**config.mk**
```make
export PLATFORM = sky130hd
export DESIGN_NAME = sev_seg_scan_driver
export DESIGN_NICKNAME = d
export VERILOG_FILES = /design/src/rtl/sev_seg_pkg.sv /design/src/rtl/sev_seg_decode.sv /design/src/rtl/sev_seg_scan_driver.sv
export SDC_FILE = /design/constraint.sdc
export NUM_CORES = 1
export LEC_CHECK = 0
export ABC_AREA = 1
export BUFFER_PORTS_ARGS = -buffer_cell sky130_fd_sc_hd__buf_4
export CAP_MARGIN = 20
export CORE_MARGIN = 1
export CORE_UTILIZATION = 45
export DETAILED_ROUTE_END_ITERATION = 6
export GPL_ROUTABILITY_DRIVEN = 0
export PLACE_DENSITY_LB_ADDON = 0.12
export SYNTH_ARGS = -nofsm -noshare
export SYNTH_HDL_FRONTEND = slang
export SYNTH_HIERARCHICAL = 1
export SYNTH_SLANG_ARGS = --single-unit
```
**constraint.sdc**
```tcl
create_clock -name clk -period 2.01 [get_ports clk]
set_input_delay 0.402 -clock clk [delete_from_list [all_inputs] [get_ports clk]]
set_output_delay 0.402 -clock clk [all_outputs]
set_load 0.01 [all_outputs]
```
**src/rtl/sev_seg_pkg.sv**
```systemverilog
// Shared glyph table and polarity helper
// for the seven-segment scan driver.
package sev_seg_pkg;

    // All segments dark, active-high view.
    localparam logic [6:0] SEG_BLANK = 7'b0000000;

    // Active-high glyphs {A,B,C,D,E,F,G}; index = nibble.
    localparam logic [15:0][6:0] GLYPH = {
        7'b1000111,  // F
        7'b1001111,  // E
        7'b0111101,  // d
        7'b1001110,  // C
        7'b0011111,  // b
        7'b1110111,  // A
        7'b1111011,  // 9
        7'b1111111,  // 8
        7'b1110000,  // 7
        7'b1011111,  // 6
        7'b1011011,  // 5
        7'b0110011,  // 4
        7'b1111001,  // 3
        7'b1101101,  // 2
        7'b0110000,  // 1
        7'b1111110   // 0
    };

    // Map an active-high pattern onto the pin polarity.
    function automatic logic [6:0] seg_pol(
        input logic [6:0] g,
        input logic       low
    );
        return low ? ~g : g;
    endfunction

endpackage

```
**src/rtl/sev_seg_decode.sv**
```systemverilog
// Nibble to active-high seven-segment glyph.
// Purely combinational table lookup.
module sev_seg_decode
    import sev_seg_pkg::*;
(
    input  logic [3:0] nib,
    output logic [6:0] glyph
);

    assign glyph = GLYPH[nib];

endmodule

```
**src/rtl/sev_seg_scan_driver.sv**
```systemverilog
// Multiplexed common-anode display driver with blanking,
// leading-zero suppression and frame-synchronous updates.
module sev_seg_scan_driver
    import sev_seg_pkg::*;
#(
    parameter int DIGITS         = 4,
    parameter int SCAN_DIV       = 1000,
    parameter int BLANK          = 2,
    parameter int SEG_ACTIVE_LOW = 1,
    parameter int AN_ACTIVE_LOW  = 1
) (
    input  logic                  clk,
    input  logic                  rst,
    input  logic [4*DIGITS-1:0]   value,
    input  logic [DIGITS-1:0]     dp_in,
    input  logic                  load,
    input  logic                  blank_lz,
    output logic [6:0]            seg,
    output logic                  dp,
    output logic [DIGITS-1:0]     an,
    output logic                  frame_done
);

    localparam int CW = (SCAN_DIV > 1) ? $clog2(SCAN_DIV) : 1;
    localparam int IW = (DIGITS > 1) ? $clog2(DIGITS) : 1;
    localparam logic SL = (SEG_ACTIVE_LOW != 0);
    localparam logic AL = (AN_ACTIVE_LOW != 0);
    localparam logic [DIGITS-1:0] AN_OFF =
        AL ? {DIGITS{1'b1}} : {DIGITS{1'b0}};

    logic [CW-1:0]         cnt;
    logic [IW-1:0]         idx;
    logic [4*DIGITS-1:0]   disp_val;
    logic [DIGITS-1:0]     disp_dp;
    logic [4*DIGITS-1:0]   pend_val;
    logic [DIGITS-1:0]     pend_dp;
    logic                  pend_valid;

    logic                  slot_end;
    logic                  boundary;
    logic                  in_blank;
    logic [DIGITS-1:0]     lz;
    logic                  zrun;
    logic [3:0]            nib;
    logic                  cur_dp;
    logic                  cur_lz;
    logic [DIGITS-1:0]     an_hot;
    logic [6:0]            glyph;
    logic [6:0]            lit;

    assign slot_end = (cnt == CW'(SCAN_DIV - 1));
    assign boundary = slot_end && (idx == IW'(DIGITS - 1));
    assign in_blank = (cnt < CW'(BLANK));

    // Slot timer and digit index; idx wrap marks the frame.
    always_ff @(posedge clk or posedge rst) begin
        if (rst) begin
            cnt <= '0;
            idx <= '0;
        end else if (slot_end) begin
            cnt <= '0;
            if (idx == IW'(DIGITS - 1))
                idx <= '0;
            else
                idx <= idx + 1'b1;
        end else begin
            cnt <= cnt + 1'b1;
        end
    end

    // Pending/display double buffer, swapped only at frame edge.
    always_ff @(posedge clk or posedge rst) begin
        if (rst) begin
            disp_val   <= '0;
            disp_dp    <= '0;
            pend_val   <= '0;
            pend_dp    <= '0;
            pend_valid <= 1'b0;
        end else if (boundary) begin
            pend_valid <= 1'b0;
            if (load) begin
                disp_val <= value;
                disp_dp  <= dp_in;
            end else if (pend_valid) begin
                disp_val <= pend_val;
                disp_dp  <= pend_dp;
            end
        end else if (load) begin
            pend_val   <= value;
            pend_dp    <= dp_in;
            pend_valid <= 1'b1;
        end
    end

    // Digit k is a leading zero if it and all above are zero.
    always_comb begin
        lz   = '0;
        zrun = 1'b1;
        for (int k = DIGITS - 1; k >= 1; k--) begin
            zrun  = zrun & (disp_val[4*k +: 4] == 4'h0);
            lz[k] = zrun;
        end
    end

    // Select the nibble, dp and anode of the current slot.
    always_comb begin
        nib    = 4'h0;
        cur_dp = 1'b0;
        cur_lz = 1'b0;
        an_hot = '0;
        for (int k = 0; k < DIGITS; k++) begin
            if (idx == IW'(k)) begin
                nib       = disp_val[4*k +: 4];
                cur_dp    = disp_dp[k];
                cur_lz    = lz[k];
                an_hot[k] = 1'b1;
            end
        end
    end

    sev_seg_decode u_dec (
        .nib   (nib),
        .glyph (glyph)
    );

    assign lit = (blank_lz && cur_lz) ? SEG_BLANK : glyph;

    // Pin register: polarity applied here, blanking gap first.
    always_ff @(posedge clk or posedge rst) begin
        if (rst) begin
            seg        <= seg_pol(SEG_BLANK, SL);
            dp         <= SL;
            an         <= AN_OFF;
            frame_done <= 1'b0;
        end else begin
            frame_done <= boundary;
            if (in_blank) begin
                seg <= seg_pol(SEG_BLANK, SL);
                dp  <= SL;
                an  <= AN_OFF;
            end else begin
                seg <= seg_pol(lit, SL);
                dp  <= cur_dp ^ SL;
                an  <= AL ? ~an_hot : an_hot;
            end
        end
    end

endmodule

```
==> results.yml, run 1 <==
global_route:
  overflow: 0
  grtUsageTotal_pct: 20.1
  grt_max_degree: 67
  grt_pass1_vias: 2934
  antenna_found_initial: 0
  grt_first_pass_wirelength_um: 13400
job:
  maxCapViolCount: 0
route:
  wire_per_inst_um: 12.1
  ant_nets: 0
  routed_wl_um: 7730
  drtIter0Drc: 174
  detail_route.vias_per_cell: 4.87
  drcViolationCount: 0
  drtPass1Iterations: 4
  vias: 3119
outcome:
  status: "finished, final reports clean"
worst_setup_path:
  critPathArrivalTime_ns: 2.28
  reg2reg_from: "idx[1]"
  cp_common_cell: "nand2_1"
  startpoint: "idx[1]"
  r2r_cells: 17
  end_kind: "register"
  path_cells: "inv_2 -> ha_4 -> inv_4 -> nand3_1 -> o211ai_1 -> o211ai_1 -> nand2_1 -> buf_6 -> buf_4 -> ha_2 -> inv_1 -> nand2_1 -> nand2_1 -> nand2_1 -> inv_1 -> nor2_2 -> nand2_1"
  ff2ff_setup_slack_ns: 0.009
  worstSetupPathType: "register to register"
  slowest_stage: "dfrtp_1"
  cp_num_buf_inv: 6
  cpPeakStageDelay_ns: 0.41
  regToRegEndpoint: "seg[4]"
  crit_required_ns: 2.29
  critPathLaunchType: "register"
  crit_path_max_fanout: 5
  cp_top_family: "buffers and inverters"
cts:
  h-tree-depth: 3
  clk_pin_slew_ns: 0.07
  clockBufferDepth: 2
  cts_hold_buffers: 0
  numCtsBuffers: 9
  cts_tree: "done"
  cts-root-buf: "clkbuf_8"
  clkSinkCount: 66
  clk_latency_ns: 0.35
power_and_ir_drop:
  power_density_nw_per_um2: 623
  total_power_mw: 2.75
  leakagePower_nw: 2.31
  vdd_drop_max_uv: 359
logic_synthesis:
  synth_top_flop_cell: "dfrtp_1"
  netlist_area_um2: 3640
  syn-num-nets: 518
  synthCells: 482
  yosysSeqAreaShare_pct: 45.8
  ys_seq_elements: 66
  yosys_warnings: 6
  synth_cell_types: 32
  avgSynthCellArea_um2: 7.54
  synth-edff-count: 0
  async_flop_share_pct: 100
die:
  start_util_pct: 46.8
  boundaryPins: 37
  die_y_um: 91.9
  die-area_um2: 8440
  design.core.area_um2: 7770
  die_w_um: 91.9
  core.rowCount: 32
place:
  dp_slack_ns: -0.106
  placed_cells: 619
  dp_hpwl_um: 5290
  port_buffers: 36
  placed_area_um2: 4090
sta:
  fmax_mhz: 500
  worst_slack_ns: 0.00949
  clock_skew_ns: 0.0151
  setup_violations: 0
  slew_headroom_pct: 73.9
  layout_min_cycle_time_ns: 2.00
  slew_violations: 0
  fin_tns_setup_ns: 0
  whs_ns: 0.140
  max_slew.worst_pin.slew_ns: 0.390
  grt_setup_unrepaired: "yes"
  hold_viol_final: 0
  period_share_pct: 99.5
layout:
  drive_gt1_share_pct: 24.3
  layoutNonFillerInstCount: 640
  n_antenna_cell: 0
  nNetsFinal: 569
  area_growth_pct: 21.7
  fin_util_pct: 57.0
  finalInstanceArea_um2: 4420
worst_hold_path:
  worstHoldPathType: "input port to async pin"
-- how the worst max path moves through the flow --
stage,to,slack [ns],depth (start not counted)
global placement,seg[3],-0.02,15
finish,seg[4],0.009,17
floorplan,seg[3],-0.02,14
detailed placement,seg[3],-0.11,15
global route,seg[3],-0.16,15
CTS,seg[4],0.003,17
-- worst reg2reg max path, cell delays in order, from the launching register on --
cell and delay [ns]:
dfrtp_1 0.41, inv_2 0.13, ha_4 0.17, inv_4 0.05, nand3_1 0.07, o211ai_1 0.08, o211ai_1 0.10, nand2_1 0.12
buf_6 0.14, buf_4 0.12, ha_2 0.16, inv_1 0.04, nand2_1 0.06, nand2_1 0.07, nand2_1 0.05, inv_1 0.06
nor2_2 0.03, nand2_1 0.07
-- cells in the final DEF, fill, tap and decap left out, drive strengths merged --
cell      instances
o211ai            2
nor2             40
and2              1
dfrtp            54
clkinv            4
ha               12
dfstp            12
inv              53
buf              62
o21ai            30
clkbuf           11
nand4            24
bufinv            2
nand2           175
or2               2
nand3            33
xnor2             1
nor3              6
clkinvlp          1
a21oi            11
xor2              1
o31ai             1
-- registers in the layout (all words and copies together) (netlist names) --
signal      flops
cnt            10
disp_dp         4
pend_val       16
frame_done      1
dp              1
seg             7
an              4
pend_valid      1
disp_val       16
pend_dp         4
idx             2
-- Yosys cell counts (3+ instances only) --
master | instances | share of area (%)
nor3_1 | 4 | 0.55
nand2_1 | 171 | 18
a21oi_1 | 11 | 1.5
nand3_1 | 32 | 4.4
nor2_2 | 3 | 0.52
inv_1 | 50 | 5.2
dfrtp_1 | 54 | 37
clkbuf_1 | 7 | 0.72
o21ai_0 | 30 | 4.1
buf_2 | 8 | 1.1
nand4_1 | 23 | 4.0
nor2_1 | 35 | 3.6
inv_2 | 4 | 0.41
dfstp_2 | 12 | 8.7
buf_6 | 4 | 1.2
ha_1 | 12 | 4.1
nand2_2 | 4 | 0.69
-- per-layer routing --
metal	wire length [um]	vias up	GRT usage (%)
met2	3570	67	32.6
met4	115	0	6.90
met3	319	10	4.64
met1	3720	1419	26.4
met5	0	-	0
li1	-	1623	-
-- layout make-up --
class,count,area (um2)
Clock buffer,11,131
Sequential cell,66,1670
Fill cell,756,3340
Tap cell,102,128
Timing Repair Buffer,62,482
Inverter,55,220
Clock inverter,5,78.8
Multi-Input combinational cell,339,1720
-- cell families (layout without fill, tap and decap cells) --
| family | Yosys count | after routing | synth area share, % |
|---|---|---|---|
| adders and majority gates | 12 | 12 | 4.13 |
| and+or+nand+nor | 281 | 281 | 34.1 |
| DFF | 66 | 66 | 45.8 |
| xor gates and xnor gates | 2 | 2 | 0.482 |
| buffers and inverters | 77 | 133 | 9.15 |
| AOI/OAI and AO/OA | 44 | 44 | 6.26 |
-- what timing repair did --
action	CTS	global route
pin swaps	2	14
gates resized for setup	7	22
setup buffers	2	3
setup endpoints to repair	7	7
cloned	0	0
-- power by group --
part | internal [mW] | switching [mW] | leakage (nW)
sequential | 1.36 | 0.0177 | 0.822
combinational | 0.0693 | 0.0985 | 1.38
clock | 0.697 | 0.507 | 0.107
total | 2.13 | 0.624 | 2.31
(Power assumes the default switching activity.)
==> inputs of run 2 (changes only) <==
BUFFER_PORTS_ARGS = default   (was -buffer_cell sky130_fd_sc_hd__buf_4)
DONT_BUFFER_PORTS = 1   (was default)
==> results.yml, run 2 (synthesis gave the netlist of run 1 again) <==
outcome:
  status: "finished, final reports clean"
cts:
  cts_tree: "done"
  clkSinkCount: 66
  clockBufferDepth: 2
  clk_pin_slew_ns: 0.08
  h-tree-depth: 3
  numCtsBuffers: 9
  cts-root-buf: "clkbuf_8"
  clk_latency_ns: 0.35
sta:
  clock_skew_ns: 0.0142
  fmax_mhz: 502
  period_share_pct: 99.1
  slew_headroom_pct: 54.8
  hold_viol_final: 0
  max_slew.worst_pin.slew_ns: 0.677
  slew_violations: 0
  grt_setup_unrepaired: "yes"
  layout_min_cycle_time_ns: 1.99
  setup_violations: 0
power_and_ir_drop:
  p_clk_share_pct: 44.8
  p_sw_mw: 0.609
  switching_share_pct: 22.4
  power_frac_comb_pct: 4.3
  internal_power_mw: 2.11
  power_density_nw_per_um2: 650
  leakagePower_nw: 2.15
  vdd_drop_max_uv: 388
  seqPwrFrac_pct: 50.9
die:
  design.core.area_um2: 7770
  boundaryPins: 37
  die-area_um2: 8440
  die_w_um: 91.9
  die_y_um: 91.9
  start_util_pct: 46.8
  core.rowCount: 32
global_route:
  grt_first_pass_wirelength_um: 13800
  grtUsageTotal_pct: 20.7
  grt_pass1_vias: 2879
  grt_max_degree: 63
  overflow: 0
  antenna_found_initial: 0
layout:
  multi_input_area_um2: 1730
  n_antenna_cell: 0
  n_fill_cell: 770
  drive_gt1_share_pct: 18.6
  layout_commonest_cell: "nand2_1"
  register_area_um2: 1670
  top_regs: "disp_val: 16 flops, pend_val: 16 flops, cnt: 10 flops"
  mostFrequentLayoutCells: "nand2_1 (169), dfrtp_1 (53), inv_1 (41)"
  nNetsFinal: 531
  area_growth_pct: 14.9
  finalInstanceArea_um2: 4180
  fin_util_pct: 53.8
route:
  drcViolationCount: 0
  routed_wl_um: 7880
  wire_per_inst_um: 13.1
  drtIter0Drc: 173
  vias: 2967
  detail_route.vias_per_cell: 4.93
  drtPass1Iterations: 5
  ant_nets: 0
job:
  maxCapViolCount: 0
worst_setup_path:
  crit_path_max_fanout: 5
  critPathLaunchType: "register"
  crit_required_ns: 2.29
  startpoint: "idx[1]"
  critPathArrivalTime_ns: 2.27
  worstSetupPathType: "register to register"
  reg2reg_from: "idx[1]"
  end_kind: "register"
  r2r_cells: 17
place:
  placed_area_um2: 3820
  dp_hpwl_um: 5570
  port_buffers: 0
worst_hold_path:
  worstHoldPathType: "input port to async pin"
run 2: final timing paths:
kind	endpoint	slack (ns)
worst min-delay path	pend_val[9]	0.01
worst min register to register	pend_val[7]	0.47
min in group clk	pend_val[9]	0.19
worst max register to register	seg[5]	0.02
max in group asynchronous	an[0]	1.39
worst max-delay path	seg[5]	0.02
run 2: metrics by stage:
step                      TNS (ns)  setup WS, ns  power [mW]  std cells  hold WS (ns)
final                            0        0.0174        2.72        602       0.00969
after global routing        -0.788        -0.142        2.83        602        0.0462
after CTS                        0       0.00733        2.75        601        0.0254
after detailed placement    -0.253        -0.120        1.53        581         0.406
after global placement     -0.0172       -0.0172        1.52        581         0.403
after floorplan            -0.0204       -0.0204        1.51        482         0.442
run 2: final cells by class:
class / count / share of cell area (%)
Clock buffer: 11 / 3.14
Clock inverter: 5 / 1.89
Inverter: 55 / 5.36
Multi-Input combinational cell: 339 / 41.5
Sequential cell: 66 / 39.9
Tap cell: 102 / 3.05
Timing Repair Buffer: 24 / 5.18
run 2: power by group through the flow:
| stage | registers (mW) | logic (mW) | clock network [mW] |
|---|---|---|---|
| after floorplan | 1.40 | 0.108 | 0 |
| after global placement | 1.41 | 0.118 | 0 |
| after detailed placement | 1.41 | 0.122 | 0 |
| after CTS | 1.38 | 0.121 | 1.24 |
| after global routing | 1.39 | 0.141 | 1.30 |
| final | 1.38 | 0.117 | 1.22 |
run 2: timing repair:
action | 4_1_cts | 5_1_grt
pin swaps | 2 | 16
hold buffers | 0 | 0
resized for setup | 6 | 29
setup endpoints to repair | 5 | 7
buffers inserted | 4 | 1
endpoints found under the hold margin | 0 | 0
run 2: routing by layer:
metal	share of wire (%)	track usage (%)	wire, um
met5	0	0	0
met4	1.6	7.55	123
met3	4.4	4.39	349
met2	44	32.2	3460
met1	50	28.4	3940
run 2: critical path, stage by stage, from the launching register on:
cell	delay, ns
dfrtp_1	0.40
inv_2	0.13
ha_4	0.17
inv_4	0.04
nand3_1	0.06
o211ai_1	0.08
o211ai_1	0.10
nand2_1	0.13
buf_6	0.14
buf_4	0.12
ha_1	0.18
inv_1	0.05
nand2_1	0.06
nand3_1	0.07
nand2_1	0.05
inv_1	0.04
nor2_1	0.03
nand2_1	0.08
==> inputs of run 3 (changes only) <==
SYNTH_HIERARCHICAL = default   (was 1)
==> results.yml, run 3 <==
outcome:
  status: "finished, final reports clean"
sta:
  setup_violations: 0
  hold_viol_final: 0
  worst_slack_ns: 0.176
  max_slew.worst_pin.slew_ns: 0.578
  fin_tns_setup_ns: 0
  fmax_mhz: 545
  slew_headroom_pct: 61.4
  period_share_pct: 91.2
  slew_violations: 0
  clock_skew_ns: 0.00663
  layout_min_cycle_time_ns: 1.83
global_route:
  overflow: 0
  met3_usage_pct: 3.62
  grt_max_degree: 43
  grtUsageTotal_pct: 18.1
  grt_busiest_layer: "met2"
  met2_usage_pct: 27.2
  grt_pass1_vias: 2445
  antenna_found_initial: 0
  grt.met1_usage_pct: 25.0
  grt_first_pass_wirelength_um: 11600
place:
  dp_slack_ns: 0.0134
  port_buffers: 0
  dp_hpwl_um: 4600
cts:
  clk_pin_slew_ns: 0.07
  numCtsBuffers: 9
  cts-root-buf: "clkbuf_8"
  cts_tree: "done"
  clockBufferDepth: 2
  clkSinkCount: 66
  clk_latency_ns: 0.35
  h-tree-depth: 3
logic_synthesis:
  async_flop_share_pct: 100
  yosysMostFrequentCell: "nand2_1"
  yosys_warnings: 0
  synth_cell_types: 31
  synth_top_flop_cell: "dfrtp_1"
  synthCells: 384
  yosysSeqAreaShare_pct: 47.5
  syn-num-nets: 419
  synth-edff-count: 0
  yosys.area.top_type_share_pct: 38.5
  ys_top_cells_by_count: "nand2_1 (108), dfrtp_1 (54), nand3_1 (44)"
  netlist_area_um2: 3510
  synthTopCellsByArea: "dfrtp_1 (39%), nand2_1 (12%), dfstp_2 (9.0%)"
  yosys.area.top_type: "dfrtp_1"
  ys_seq_elements: 66
  avgSynthCellArea_um2: 9.13
worst_hold_path:
  worstHoldPathType: "input port to register"
die:
  design.core.area_um2: 7410
  core.rowCount: 31
  die_w_um: 90.3
  die_y_um: 90.3
  boundaryPins: 37
  die-area_um2: 8150
  start_util_pct: 47.3
layout:
  layout_commonest_cell: "nand2_1"
  drive_gt1_share_pct: 25.3
  area_growth_pct: 10.1
  mostFrequentLayoutCells: "nand2_1 (108), dfrtp_1 (52), nand3_1 (44)"
  top_regs: "disp_val: 16 flops, pend_val: 16 flops, cnt: 10 flops"
  nNetsFinal: 429
  n_antenna_cell: 0
route:
  wire_per_inst_um: 13.4
  vias: 2490
  detail_route.vias_per_cell: 5.00
  drcViolationCount: 0
  drtPass1Iterations: 4
  ant_nets: 0
  drtIter0Drc: 112
  routed_wl_um: 6650
worst_setup_path:
  slowest_stage: "dfrtp_2"
  cp_common_cell: "nand2_1"
  critPathArrivalTime_ns: 2.11
  crit_path_max_fanout: 5
  crit_required_ns: 2.28
  path_cells: "ha_4 -> buf_4 -> nand2_1 -> nand3_1 -> nand2_1 -> nand2_1 -> buf_4 -> ha_2 -> inv_1 -> nand2_1 -> nand3_1 -> nand3_1"
  cpPeakStageDelay_ns: 0.47
  end_kind: "register"
  critPathLaunchType: "register"
  worstSetupPathType: "register to register"
power_and_ir_drop:
  vdd_drop_max_uv: 302
  power_density_nw_per_um2: 681
  leakagePower_nw: 1.95
job:
  maxCapViolCount: 0
-- run 3: report_power, final --
| part | switching (mW) | leakage [nW] | internal, mW | total, mW |
|---|---|---|---|---|
| Clock | 0.524 | 0.0945 | 0.605 | 1.13 |
| Sequential | 0.0171 | 0.820 | 1.36 | 1.38 |
| Combinational | 0.0723 | 1.04 | 0.0483 | 0.121 |
| Total | 0.613 | 1.95 | 2.02 | 2.63 |
-- run 3: cells by family (layout without fill, tap and decap cells) --
group / Yosys count / in the layout / synth area share, %
multiplexers: 20 / 20 / 5.71
buffers and inverters: 45 / 60 / 8.24
flip-flops: 66 / 66 / 47.5
AO/OA/AOI/OAI: 39 / 39 / 8.03
AND/OR/NAND/NOR: 202 / 202 / 26.3
adder cells (fa/ha/maj): 11 / 11 / 3.93
XOR/XNOR: 1 / 1 / 0.250
-- run 3: final timing paths --
| kind | startpoint | to | slack, ns | depth (start not counted) |
|---|---|---|---|---|
| max | idx[0] | seg[3] | 0.18 | 12 |
| min | value[8] | pend_val[8] | 0.19 | 2 |
| max reg2reg | idx[0] | seg[3] | 0.18 | 12 |
| min reg2reg | pend_val[8] | pend_val[8] | 0.47 | 2 |
| max in group asynchronous | rst | disp_val[14] | 0.83 | 3 |
| min in group asynchronous | rst | cnt[8] | 0.59 | 2 |
-- run 3: per-layer routing --
| layer | routed length (um) | vias to the layer above | part of all wire [%] |
|---|---|---|---|
| li1 | - | 1267 | - |
| met1 | 3270 | 1154 | 49 |
| met2 | 3020 | 62 | 45 |
| met3 | 278 | 7 | 4.2 |
| met4 | 90 | 0 | 1.4 |
| met5 | 0 | - | 0 |
-- run 3: stage by stage --
| step | utilization [%] | hold WS [ns] | total power, mW | cell area (um2) | cells |
|---|---|---|---|---|---|
| after CTS | 51.1 | 0.174 | 2.67 | 3780 | 496 |
| after global placement | 48.2 | 0.363 | 1.53 | 3570 | 479 |
| final | 52.1 | 0.191 | 2.63 | 3860 | 498 |
| after floorplan | - | 0.441 | 1.53 | 3510 | 384 |
| after global routing | 52.1 | 0.175 | 2.74 | 3860 | 498 |
| after detailed placement | 48.2 | 0.368 | 1.53 | 3570 | 479 |
-- run 3: cell type report --
class                   count  area (um2)
clock buffers              10         138
clock inverters             6        66.3
fillers                   711        3550
inverters                  29         118
multi-input cells         273        1610
flip-flops and latches     66        1670
well taps                  99         124
repair buffers             15         140
-- run 3: critical path: cells and delay by family, from the launching register on --
kind	cells	cell delay [ns]
adders and majority gates	2	0.39
buffers and inverters	3	0.39
DFF	1	0.47
and+or+nand+nor	7	0.53
-- run 3: what timing repair did --
item                                    CTS  global route
setup buffers                             0             2
cloned                                    0             0
endpoints found under the setup margin    5             7
hold buffers                              1             0
hold endpoints to repair                 13             0
resized for setup                         1            15
